<file path="config.mk">
export PLATFORM = sky130hd
export DESIGN_NAME = seq_det_sched
export DESIGN_NICKNAME = d
export VERILOG_FILES = /design/src/rtl/seq_det_sched.sv
export SDC_FILE = /design/constraint.sdc
export NUM_CORES = 1
export LEC_CHECK = 0
export ABC_CLOCK_PERIOD_IN_PS = 4670
export BUFFER_PORTS_ARGS = -buffer_cell sky130_fd_sc_hd__buf_4
export CELL_PAD_IN_SITES_DETAIL_PLACEMENT = 2
export CELL_PAD_IN_SITES_GLOBAL_PLACEMENT = 2
export CORE_ASPECT_RATIO = 0.5
export CORE_MARGIN = 2
export CORE_UTILIZATION = 32
export DETAILED_ROUTE_END_ITERATION = 7
export GPL_TIMING_DRIVEN = 0
export PLACE_DENSITY_LB_ADDON = 0.1
export SYNTH_ARGS = -nofsm -noshare
export SYNTH_HDL_FRONTEND = slang
export SYNTH_SLANG_ARGS = --single-unit
</file>
<file path="constraint.sdc">
create_clock -name clk -period 4.67 [get_ports clk]
set_clock_uncertainty 0.15 [all_clocks]
set_input_delay 0.2335 -clock clk [delete_from_list [all_inputs] [get_ports clk]]
set_output_delay 0.2335 -clock clk [all_outputs]
set_load 0.02 [all_outputs]
</file>
<file path="src/rtl/seq_det_sched.sv">
// Round-robin time-multiplexed serial pattern detector shared by NCH bit-serial requesters.
// Optional per-channel saturating match counters are built when SEQ_DET_MATCH_CNT_EN is defined.
module seq_det_sched #(
    parameter int              NCH     = 4,
    parameter int              PLEN    = 2,
    parameter logic [PLEN-1:0] PATTERN = 2'b11
) (
    input  logic                     clk,
    input  logic                     rst,
    input  logic [NCH-1:0]           req,
    input  logic [NCH-1:0]           din,
    input  logic [NCH-1:0]           clr,
    output logic [NCH-1:0]           ack,
    output logic                     match_vld,
    output logic [$clog2(NCH)-1:0]   match_ch,
    output logic                     busy,
    input  logic [$clog2(NCH)-1:0]   cnt_sel,
    output logic [7:0]               cnt_rdata
);

    localparam int CW = $clog2(NCH);
    localparam int FW = $clog2(PLEN + 1);

    logic [PLEN-1:0] hist_q [NCH];
    logic [PLEN-1:0] hist_d [NCH];
    logic [FW-1:0]   fill_q [NCH];
    logic [FW-1:0]   fill_d [NCH];
    logic [CW-1:0]   rr_last_q, rr_last_d;
    logic            match_vld_q, match_vld_d;
    logic [CW-1:0]   match_ch_q, match_ch_d;
    logic            busy_q, busy_d;

    logic            grant_vld;
    logic [CW-1:0]   grant_idx;
    logic [CW-1:0]   cand;
    logic [PLEN-1:0] base_hist, new_hist;
    logic [PLEN:0]   shift_hist;
    logic [FW-1:0]   base_fill, new_fill;
    logic            hit;

    // Search starts just after the last winner; ack is forced low while reset is asserted.
    always_comb begin
        grant_vld = 1'b0;
        grant_idx = '0;
        cand      = '0;
        for (int k = 1; k <= NCH; k++) begin
            cand = CW'((int'(rr_last_q) + k) % NCH);
            if (!grant_vld && req[cand]) begin
                grant_vld = 1'b1;
                grant_idx = cand;
            end
        end
        if (rst) begin
            grant_vld = 1'b0;
        end
    end

    always_comb begin
        ack = '0;
        if (grant_vld) begin
            ack[grant_idx] = 1'b1;
        end
    end

    // A same-cycle clear discards the old context before the granted bit is shifted in.
    always_comb begin
        base_hist  = clr[grant_idx] ? '0 : hist_q[grant_idx];
        base_fill  = clr[grant_idx] ? '0 : fill_q[grant_idx];
        shift_hist = {base_hist, din[grant_idx]};
        new_hist   = shift_hist[PLEN-1:0];
        new_fill   = (int'(base_fill) >= PLEN) ? FW'(PLEN) : base_fill + 1'b1;
        hit        = grant_vld && (new_hist == PATTERN) && ((int'(base_fill) + 1) >= PLEN);
    end

    always_comb begin
        for (int i = 0; i < NCH; i++) begin
            hist_d[i] = clr[i] ? '0 : hist_q[i];
            fill_d[i] = clr[i] ? '0 : fill_q[i];
            if (grant_vld && (grant_idx == CW'(i))) begin
                hist_d[i] = new_hist;
                fill_d[i] = new_fill;
            end
        end
        rr_last_d   = grant_vld ? grant_idx : rr_last_q;
        match_vld_d = hit;
        match_ch_d  = hit ? grant_idx : match_ch_q;
        busy_d      = |req;
    end

    always_ff @(posedge clk or posedge rst) begin
        if (rst) begin
            for (int i = 0; i < NCH; i++) begin
                hist_q[i] <= '0;
                fill_q[i] <= '0;
            end
            rr_last_q   <= CW'(NCH - 1);
            match_vld_q <= 1'b0;
            match_ch_q  <= '0;
            busy_q      <= 1'b0;
        end else begin
            for (int i = 0; i < NCH; i++) begin
                hist_q[i] <= hist_d[i];
                fill_q[i] <= fill_d[i];
            end
            rr_last_q   <= rr_last_d;
            match_vld_q <= match_vld_d;
            match_ch_q  <= match_ch_d;
            busy_q      <= busy_d;
        end
    end

    assign match_vld = match_vld_q;
    assign match_ch  = match_ch_q;
    assign busy      = busy_q;

`ifdef SEQ_DET_MATCH_CNT_EN
    logic [7:0] cnt_q [NCH];
    logic [7:0] cnt_d [NCH];

    // Clear applies first so a clear-plus-hit cycle leaves the counter at 1.
    always_comb begin
        for (int i = 0; i < NCH; i++) begin
            cnt_d[i] = clr[i] ? 8'd0 : cnt_q[i];
            if (hit && (grant_idx == CW'(i)) && (cnt_d[i] != 8'hFF)) begin
                cnt_d[i] = cnt_d[i] + 8'd1;
            end
        end
    end

    always_ff @(posedge clk or posedge rst) begin
        if (rst) begin
            for (int i = 0; i < NCH; i++) begin
                cnt_q[i] <= 8'd0;
            end
        end else begin
            for (int i = 0; i < NCH; i++) begin
                cnt_q[i] <= cnt_d[i];
            end
        end
    end

    assign cnt_rdata = (int'(cnt_sel) < NCH) ? cnt_q[cnt_sel] : 8'd0;
`else
    logic unused_cnt_sel;
    assign unused_cnt_sel = ^cnt_sel;
    assign cnt_rdata      = 8'd0;
`endif

endmodule

</file>
==> results.md <==
* Outcome: completed
* Slew headroom at 0.513
* Synth async-reset ratio at 1.00
* Worst setup SP type: flip-flop
* DP Wirelength at between 2000 and 2500 um
* Hold_ws at 0.0721 ns
* CP Cell Sequence: nand2b_1, a21oi_1, a211oi_4, mux2i_1, mux2i_4, nor3_4, mux2_2
* Mapped cell area at between 1000 and 1500 um2
* Seq/Total Area, Yosys at 0.438
* Post-synth EDFFs at 0
* Worst EP required at 4.66 ns
* Final setup fails at 0
* Family with the most delay on the worst path: multiplexers
* Layout fillers at 338
* Final nets at roughly 150
* #FFs+latches synth at 18
* Fmax at 343 MHz
* Cell taking the most area after synthesis: dfrtp_1
* Max-slew violations at 0
* CTS tree: yes
* GRT overflow at 0
* Hold Buf Count CTS at 1
* Via density at 5.01
* Most frequent cells in the layout: buf_4 (30), dfrtp_1 (16), mux2i_1 (10), nand2b_1 (9), conb_1 (8)
* Critical R2R Capture: match_ch[0]
* Max Root-Sink Buffers at 2
* Setup Fix Bufs, Post-CTS at 0
* Mapped Avg Cell Area at 10.2 um2
* RSZ-0062 raised after global routing: no
* CP Capture Point: match_ch[0]
* Period utilization at 0.624
* Area growth, synth to finish at 28.9%
* Yosys Warn Count at 0
* Die footprint at 3730 um2
* R2r setup slk at about 1.8 ns
* Top_reg_cell synth: dfrtp_1
* Critical Path Max Stage Delay at roughly 0.56 ns
* Levels on crit path at 7
* Power density cells at 378 nW/um2
* Kind of critical path: flip-flop to flip-flop
* Die Ht at around 44 um
* Initial antenna violation count at 0
* Std cell rows at 14
* Critical Path Start: rr_last_q[0]
* Via count at 872
* Tightest Pin Transition at ~0.73 ns
* Commonest non-fill, non-tap cell in the layout: buf_4
* Clock transition at path regs at 0.07 ns
* Maxcap violations at 0
* Total power at 0.503 mW
* Residual DRC at 0
* Initial drt markers at 26
* Clk_lat worst skew at 0.26 ns
* Die X at 84.4 um
* Dominant cells by area after synthesis: dfrtp_1 (39%), mux2i_1 (9.7%), buf_4 (6.5%), nand2b_1 (5.4%), dfstp_2 (5.1%)
* Slowest CP cell: dfstp_2
* I/O Buffers at 21
* Period minus WS final at 2.91 ns
* Worst vdd ir at 0.113 mV
* Yosys cell types at 26
* Share of the synthesized area in the top cell type at 0.387
* Fin. Hold Viols at 0
* Initial core utilization at 0.339
* First-pass GRT wire length at between 4000 and 5000 um
* Final WS setup at 1.76 ns
* Layout cells sized above 1 at 0.321
* GRT Util Overall at 0.167
* Pleak at 0.654 nW
* R2r startpoint: rr_last_q[0]
* Crit path DAT at 2.91 ns
* Gates resized, CTS repair at 0
* CP Capture Type: flip-flop
* Worst-path maximum fanout at 10
* Wirelength per Cell at 16.1 um
* Synth Instances at 101
* Tightest Hold Check Type: input pin to flip-flop
* Worst R2R Path Depth at 7
* Clk root buf: clkbuf_8
* Gpl congestion at between 0.7 and 0.8
* Pre-Repair DR Iteration Count at 4
* Antenna diode count at 0
* TritonCTS Buffers at 3
* Htree depth at 1
* Io pins at 32
* Vias in the first global route at between 900 and 1000
* Core box area at 3050 um2
* Post-DRT Antenna Nets at 0
* Largest net degree at the start of global routing at 19
* WP buf/inv at 0
* Drt total wl at 2810 um
* Dpl ws at 1.74 ns
* Setup_tns at 0 ns
* Num Clock Sinks at 18
synth_stat cells (all sizes together) (4+ instances only):
| cell | number |
|---|---|
| o21bai | 4 |
| nand2b | 9 |
| a21oi | 4 |
| nor2 | 5 |
| o21ai | 9 |
| nand2 | 6 |
| nand3b | 6 |
| mux2i | 11 |
| dfrtp | 16 |
| buf | 9 |
| inv | 6 |
power by group:
part | switching [mW] | internal [mW] | leakage [nW]
combinational | 0.0967 | 0.0718 | 0.391
clock | 0.0564 | 0.0751 | 0.0288
sequential | 0.0186 | 0.184 | 0.234
total | 0.172 | 0.331 | 0.654
logic make-up (layout without fill, tap and decap cells):
logic type,after synthesis,count (layout),share of synthesized area
other cells,1,8,0.00363
flops,18,18,0.438
compound gates,23,23,0.154
mux,13,13,0.140
simple gates,31,31,0.177
buf+inv,15,41,0.0872
state kept, by name, summed over array words and instances (netlist names):
name / cells
match_vld: 1
rr_last_q: 2
match_ch: 2
fill_q: 8
busy: 1
hist_q: 4
metal layers:
layer  global-route usage  share of wire
met1                0.190           0.44
met2                0.321           0.50
met3               0.0560          0.050
met4               0.0286         0.0086
met5                    0              0
worst register-to-register path: cells and delay by family (launching register included):
family          cells  cell delay, ns
compound gates      2            0.65
simple gates        2            0.44
flops               1            0.56
mux                 3            1.01
how the worst min path moves through the flow:
stage                 from   end  cells after the start
floorplan              rst  busy                      1
finish              req[2]  busy                      3
global route        req[2]  busy                      3
detailed placement     rst  busy                      2
CTS                 req[2]  busy                      3
global placement       rst  busy                      2
stage by stage:
stage / instances / util / instance area (um2)
after detailed placement: 169 / 0.416 / 1270
final: 174 / 0.437 / 1330
after floorplan: 108 / - / 1060
after global routing: 174 / 0.437 / 1330
after global placement: 169 / 0.416 / 1270
after CTS: 174 / 0.437 / 1330
layout make-up:
cell class | count | area, um2 | area share
flip-flops and latches | 18 | 453 | 0.340
well taps | 40 | 50.0 | 0.0376
repair buffers | 22 | 168 | 0.126
plain buffers | 9 | 67.6 | 0.0507
inverters | 6 | 22.5 | 0.0169
clock buffers | 4 | 55.1 | 0.0413
multi-input cells | 75 | 517 | 0.388
Note: power is estimated with default switching activity, not from simulation.
